File: src/rtl/seven_segment_decoder_if.sv
// Digit-to-display bus between the digit/counter logic and the segment decoder.
//   binary_input   : 4-bit BCD digit (valid codes 0-9)
//   blank          : forces all segments off when 1
//   segment_output : 7-bit segment drive, bit order {g,f,e,d,c,b,a}
//   invalid        : flag for a non-BCD code (10-15) sampled while not blanked
// master = digit source, slave = decoder.
interface seven_segment_decoder_if;
  localparam int unsigned DIG_W = 4;
  localparam int unsigned SEG_W = 7;

  logic [DIG_W-1:0] binary_input;
  logic             blank;
  logic [SEG_W-1:0] segment_output;
  logic             invalid;

  modport master (
    output binary_input,
    output blank,
    input  segment_output,
    input  invalid
  );

  modport slave (
    input  binary_input,
    input  blank,
    output segment_output,
    output invalid
  );
endinterface

File: src/rtl/seven_segment_decoder.sv
// Registered BCD-to-seven-segment decoder for one display digit.
// Ports:
//   clk   : system clock, rising edge
//   rst_n : asynchronous active-low reset (outputs all-off, invalid = 0)
//   bus   : seven_segment_decoder_if.slave (binary_input, blank in;
//           segment_output, invalid out). Outputs are registered, one-cycle latency.
// Parameter:
//   ACTIVE_LOW : 1 inverts all seven segment bits (common-anode); invalid unaffected.
module seven_segment_decoder #(
  parameter bit ACTIVE_LOW = 1'b0
) (
  input  logic                    clk,
  input  logic                    rst_n,
  seven_segment_decoder_if.slave  bus
);
  localparam int unsigned DIG_W = 4;
  localparam int unsigned SEG_W = 7;

  // XOR mask applied to the active-high pattern; also the all-off value.
  localparam logic [SEG_W-1:0] SEG_POL = ACTIVE_LOW ? {SEG_W{1'b1}} : {SEG_W{1'b0}};

  logic [DIG_W-1:0] w_digit;
  logic [SEG_W-1:0] w_pattern;
  logic             w_code_invalid;
  logic [SEG_W-1:0] w_seg_next;
  logic             w_invalid_next;

  logic [SEG_W-1:0] r_segment;
  logic             r_invalid;

  assign w_digit = bus.binary_input;

  // Active-high decode of the digit; non-BCD codes yield a dark pattern.
  always_comb begin
    w_pattern      = '0;
    w_code_invalid = 1'b0;
    case (w_digit)
      4'd0:    w_pattern = 7'h3F;
      4'd1:    w_pattern = 7'h06;
      4'd2:    w_pattern = 7'h5B;
      4'd3:    w_pattern = 7'h4F;
      4'd4:    w_pattern = 7'h66;
      4'd5:    w_pattern = 7'h6D;
      4'd6:    w_pattern = 7'h7D;
      4'd7:    w_pattern = 7'h07;
      4'd8:    w_pattern = 7'h7F;
      4'd9:    w_pattern = 7'h6F;
      default: begin
        w_pattern      = 7'h00;
        w_code_invalid = 1'b1;
      end
    endcase
  end

  // Blank overrides both the pattern and the invalid flag; polarity applied last.
  always_comb begin
    w_seg_next     = (bus.blank ? {SEG_W{1'b0}} : w_pattern) ^ SEG_POL;
    w_invalid_next = ~bus.blank & w_code_invalid;
  end

  // Output registers.
  always_ff @(posedge clk or negedge rst_n) begin
    if (!rst_n) begin
      r_segment <= SEG_POL;
      r_invalid <= 1'b0;
    end else begin
      r_segment <= w_seg_next;
      r_invalid <= w_invalid_next;
    end
  end

  assign bus.segment_output = r_segment;
  assign bus.invalid        = r_invalid;
endmodule

File: src/flat_wrapper.sv
// flat-port wrapper written by rule: the top's interface ports become plain ports
module seven_segment_decoder_flat 
#(
  parameter bit ACTIVE_LOW = 1'b0
)
  (clk, rst_n, bus_binary_input, bus_blank, bus_segment_output, bus_invalid);
  seven_segment_decoder_if bus_i ();
  input  logic clk;
  input  logic rst_n;
  input wire logic [$bits(bus_i.binary_input)-1:0] bus_binary_input;
  input wire logic [$bits(bus_i.blank)-1:0] bus_blank;
  output wire logic [$bits(bus_i.segment_output)-1:0] bus_segment_output;
  output wire logic [$bits(bus_i.invalid)-1:0] bus_invalid;
  assign bus_i.binary_input = bus_binary_input;
  assign bus_i.blank = bus_blank;
  assign bus_segment_output = bus_i.segment_output;
  assign bus_invalid = bus_i.invalid;
  seven_segment_decoder #(.ACTIVE_LOW(ACTIVE_LOW)) u_core (.clk(clk), .rst_n(rst_n), .bus(bus_i));
endmodule
File: config.mk
export PLATFORM = sky130hd
export DESIGN_NAME = seven_segment_decoder_flat
export DESIGN_NICKNAME = d
export VERILOG_FILES = /design/src/rtl/seven_segment_decoder_if.sv /design/src/rtl/seven_segment_decoder.sv /design/src/flat_wrapper.sv
export SDC_FILE = /design/constraint.sdc
export NUM_CORES = 1
export LEC_CHECK = 0
export ABC_AREA = 1
export BUFFER_PORTS_ARGS = -buffer_cell sky130_fd_sc_hd__buf_2
export CAP_MARGIN = 30
export CORE_AREA = 2 2 39 41
export CTS_BUF_LIST = sky130_fd_sc_hd__clkbuf_16
export DETAILED_ROUTE_END_ITERATION = 8
export DIE_AREA = 0 0 41 43
export GPL_ROUTABILITY_DRIVEN = 0
export GPL_TIMING_DRIVEN = 0
export PLACE_DENSITY = 0.51
export SLEW_MARGIN = 20
export SYNTH_ARGS = -nofsm -noshare
export SYNTH_HDL_FRONTEND = slang
export SYNTH_SLANG_ARGS = --single-unit
File: constraint.sdc
create_clock -name clk -period 1.05 [get_ports clk]
set_input_delay 0.2625 -clock clk [delete_from_list [all_inputs] [get_ports clk]]
set_output_delay 0.2625 -clock clk [all_outputs]
set_load 0.005 [all_outputs]
Word level (Yosys, flattened, before mapping) --
Cells that the tools add are included.
Operators by class: equality and inequality tests 9, reductions and logical operators 2, bitwise gates (word level) 2, muxes and demuxes 3
Operators by type and width (count):
- case mux 7 bit (10 select lines) | 1
- == test 4 x 3 -> 1 bit (second input constant) | 4
- OR reduction 10 bit | 1
- == test 4 x 2 -> 1 bit (second input constant) | 2
- == test 4 bit (second input constant) | 2
- 2-to-1 mux 7 bit | 1
- == test 4 x 1 -> 1 bit (second input constant) | 1
- logical NOT 4 bit | 1
- AND 1 bit | 1
- 2-to-1 mux 1 bit | 1
- inverter 1 bit | 1
Word-level totals: bits of input ports 7, word-level logic and storage cells 18, output and inout port bits 8, flip-flop bits (word level) 8

Logic depth before layout (Yosys ltp) --
word-level depth 4, mapped depth 6, mapped depth without buffers 6

Least setup slack after synthesis --
No wires, ideal clock.
path type input-to-reg, start point input port bus_binary_input[1], end point register u_core.r_segment[3] (netlist: u_core.bus.segment_output[3]), slack 0.279 ns, data required time 0.979 ns, path buffers 0, library setup time 0.071 ns, arrival 0.700 ns, cell stages on the path 5, cells stage by stage nor2_2 > nand2_2 > nand3_2 > nor2_1 > nor2_1
On the way: word-level cells in the longest chain between the ends 3, elaborated cells on any way between the ends 12, classes of those cells 9 x eq/ne; 2 x mux; 1 x reduce/logical
RTL lines:
- from (decl) | RTL line flat_wrapper.sv:10 | input wire logic [$bits(bus_i.binary_input)-1:0] bus_binary_input;
- == test 4 bit, or another cell as far along | RTL line seven_segment_decoder.sv:37 | case (w_digit)
- case mux 7 bit (10 select lines) * | RTL line seven_segment_decoder.sv:37
- 2-to-1 mux 7 bit * | RTL line seven_segment_decoder.sv:57 | w_seg_next = (bus.blank ? {SEG_W{1'b0}} : w_pattern) ^ SEG_POL;
- via u_core.w_seg_next[3] | RTL line seven_segment_decoder.sv:25 | logic [SEG_W-1:0] w_seg_next;
- to (signal assigned) | RTL line seven_segment_decoder.sv:67 | r_segment <= w_seg_next;
- to (decl) | RTL line seven_segment_decoder.sv:28 | logic [SEG_W-1:0] r_segment;
The timed path passes the listed nets; every way through them passes the cells marked *.

Final worst setup path --
start point register u_core.r_invalid (netlist: u_core.bus.invalid), end point output port bus_invalid
RTL lines:
- from (decl) | RTL line seven_segment_decoder.sv:29 | logic r_invalid;
- from (signal assigned) | RTL line seven_segment_decoder.sv:68 | r_invalid <= w_invalid_next;
- to (decl) | RTL line flat_wrapper.sv:13 | output wire logic [$bits(bus_i.invalid)-1:0] bus_invalid;
No word-level cell between the ends.

==> impl_results.md <==
* Status: complete, no violations
* Aggregate routed wire length at 725 um
* Worst-path fanout max at 1
* PD cells at 1850 mW/mm^2
* Hold Vio Cnt, Final at 0
* Multi-input logic area at 179 um^2
* Final setup margin at 0.0986 ns
* Synth Instances at 46
* Pleak at 0.322 nW
* Main flop type after synthesis: dfrtp_1
* RSZ-0062 raised after global routing: no
* Largest net degree at the start of global routing at 9
* Port Buf Inserts at 14
* Leading area contributor after synthesis: dfrtp_1
* Hold path depth at 2
* Nets@finish at 73
* CTS H-tree depth at 1
* Routed vias/inst at 4.10
* #FFs+latches synth at 8
* Synthesized cell area at 398 um^2
* Routed WL per cell at 9.06 um
* Hold Crit Start: bus_blank
* Final Cycle Share at 0.906
* Tmin final at 0.951 ns
* Diode count at 0
* CP max stage cell: dfrtp_1
* Hpwl dp at 587 um
* Top post-synthesis cells by count: nor2_1, nand2_1, dfrtp_1, inv_1, nand2_2
* Clock sink total at 8
* Post-route DRC at 0
* Post-CTS Hold Buffers at 1
* Worst-Margin Slew at 0.245 ns
* Die Footprint at 0.00176 mm^2
* FILL cells at 143
* Synth top area share at 0.503
* Buf+Inv Stages, Crit Path at 1
* Max clock buf depth at 2
* Vias in the first global route at 302
* Mean area per synthesized cell at 8.65 um^2
* Slowest stage delay, CP at 0.35 ns
* Core Area at 0.00138 mm^2
* CP cell instances: buf_2
* Kind of cell adding the most delay to the critical path: flip-flops
* Most frequent cell after synthesis: nor2_1
* GRT overflow at 0
* Max VDD drop at 0.530 mV
* CTS Root Cell: clkbuf_16
* MaxCap Viol Count at 0
* Setup CP Type: reg2out
* Area grow syn2layout at 44.0%
* Synth warn at 0
* Startpoint Class: flip-flop
* CTS tree: built
* Min-delay worst type: in2reg
* Post-CTS resize count at 0
* Final setup fails at 0
* Cts bufs inserted at 3
* Required time worst endpoint at 0.79 ns
* WP data arrival at 0.69 ns
* Final Power at 1.06 mW
* WHS at 0.260 ns
* Cell variety after synth at 14
* DRT iter0 DRCs at 3
* Initial core utilization at 0.288
* Slew HR at 0.836
* Clock transition at path regs at 0.03 ns
* Floorplan row count at 14
* First-pass GRT wire length at 1240 um
* Top Ports at 15
* F_max at 1.05 GHz
* Vias post-DR at 328
* DRT Pass-1 Iters at 4
* Post-CTS Setup Bufs at 0
* Synth area leaders: dfrtp_1, nor2_1, nand2_1
* Seq/Total Area, Yosys at 0.503
* Die X at 41 um
* Post-Route Setup TNS at 0 ns
* Syn Nets at 53
* Chip Height at 43 um
* Antenna viol nets, final at 0
* Post-synth EDFFs at 0
* Register area at 200 um^2
* Hold Path Sink: u_core.bus.segment_output[3]$_DFF_PN0_
* Initial antenna violation count at 0
* Async SR Flop Fraction at 1.00
* Crit end category: output port
* Fraction of layout instances using a drive strength above 1 at 0.422
* Tot GR Track Use at 0.106
* Dpl ws at 0.0212 ns
* Final Max Tran Viols at 0
[kinds of logic after synthesis]
family | after synthesis | share of synthesized area
and+or+nand+nor | 29 | 0.381
DFF | 8 | 0.503
buffers and inverters | 5 | 0.0471
AOI/OAI and AO/OA | 4 | 0.0692
[flip-flops by register name (all words and copies together), names as in the netlist]
signal,cells
u_core.bus.invalid,1
u_core.bus.segment_output,7
[through the flow]
stage	cell area, um^2	util	std cells
2_1_floorplan	398	-	46
6_report	573	0.414	80
3_3_place_gp	488	0.353	76
3_5_place_dp	488	0.353	76
5_1_grt	573	0.414	80
4_1_cts	573	0.414	80
[power breakdown]
| part | leakage, nW | switching [mW] | total [mW] | internal, mW |
|---|---|---|---|---|
| registers | 0.105 | 0.00307 | 0.332 | 0.329 |
| logic | 0.180 | 0.0690 | 0.118 | 0.0485 |
| clock network | 0.0370 | 0.122 | 0.610 | 0.488 |
[how the worst max path moves through the flow]
| stage | start | to | slack (ns) | cells past startpoint |
|---|---|---|---|---|
| floorplan | bus_binary_input[1] | u_core.bus.segment_output[3]$_DFF_PN0_ | 0.28 | 5 |
| global placement | bus_binary_input[1] | u_core.bus.segment_output[6]$_DFF_PN0_ | 0.03 | 6 |
| detailed placement | bus_binary_input[1] | u_core.bus.segment_output[5]$_DFF_PN0_ | 0.02 | 6 |
| CTS | u_core.bus.invalid$_DFF_PN0_ | bus_invalid | 0.09 | 1 |
| global route | u_core.bus.segment_output[4]$_DFF_PN0_ | bus_segment_output[4] | 0.06 | 1 |
| finish | u_core.bus.invalid$_DFF_PN0_ | bus_invalid | 0.1 | 1 |
[placed cells by master (no fill, tap or decap)]
master | netlist | final
a31oi_1 | 1 | 1
nand2_1 | 9 | 9
inv_2 | 1 | 1
dlygate4sd3_1 | 0 | 1
inv_1 | 4 | 4
buf_2 | 0 | 14
nand3_2 | 1 | 1
nand2_2 | 3 | 3
nor2_1 | 10 | 10
nor3_1 | 2 | 2
o21bai_2 | 1 | 1
nor2_2 | 1 | 1
clkbuf_16 | 0 | 3
nor3b_2 | 1 | 1
a21oi_1 | 2 | 2
dfrtp_1 | 8 | 8
nor2_4 | 2 | 2
[final cells by class]
class,count,share of cell area
Clock buffer,3,0.131
Inverter,5,0.0328
Sequential cell,8,0.349
Multi-Input combinational cell,33,0.312
Timing Repair Buffer,15,0.140
Tap cell,16,0.0349
[layer usage]
| metal | routed length (um) | global-route usage |
|---|---|---|
| met1 | 304 | 0.130 |
| met2 | 362 | 0.147 |
| met3 | 43 | 0.0157 |
| met4 | 14 | 0.100 |
| met5 | 0 | 0 |
Note: power is estimated with default switching activity, not from simulation.
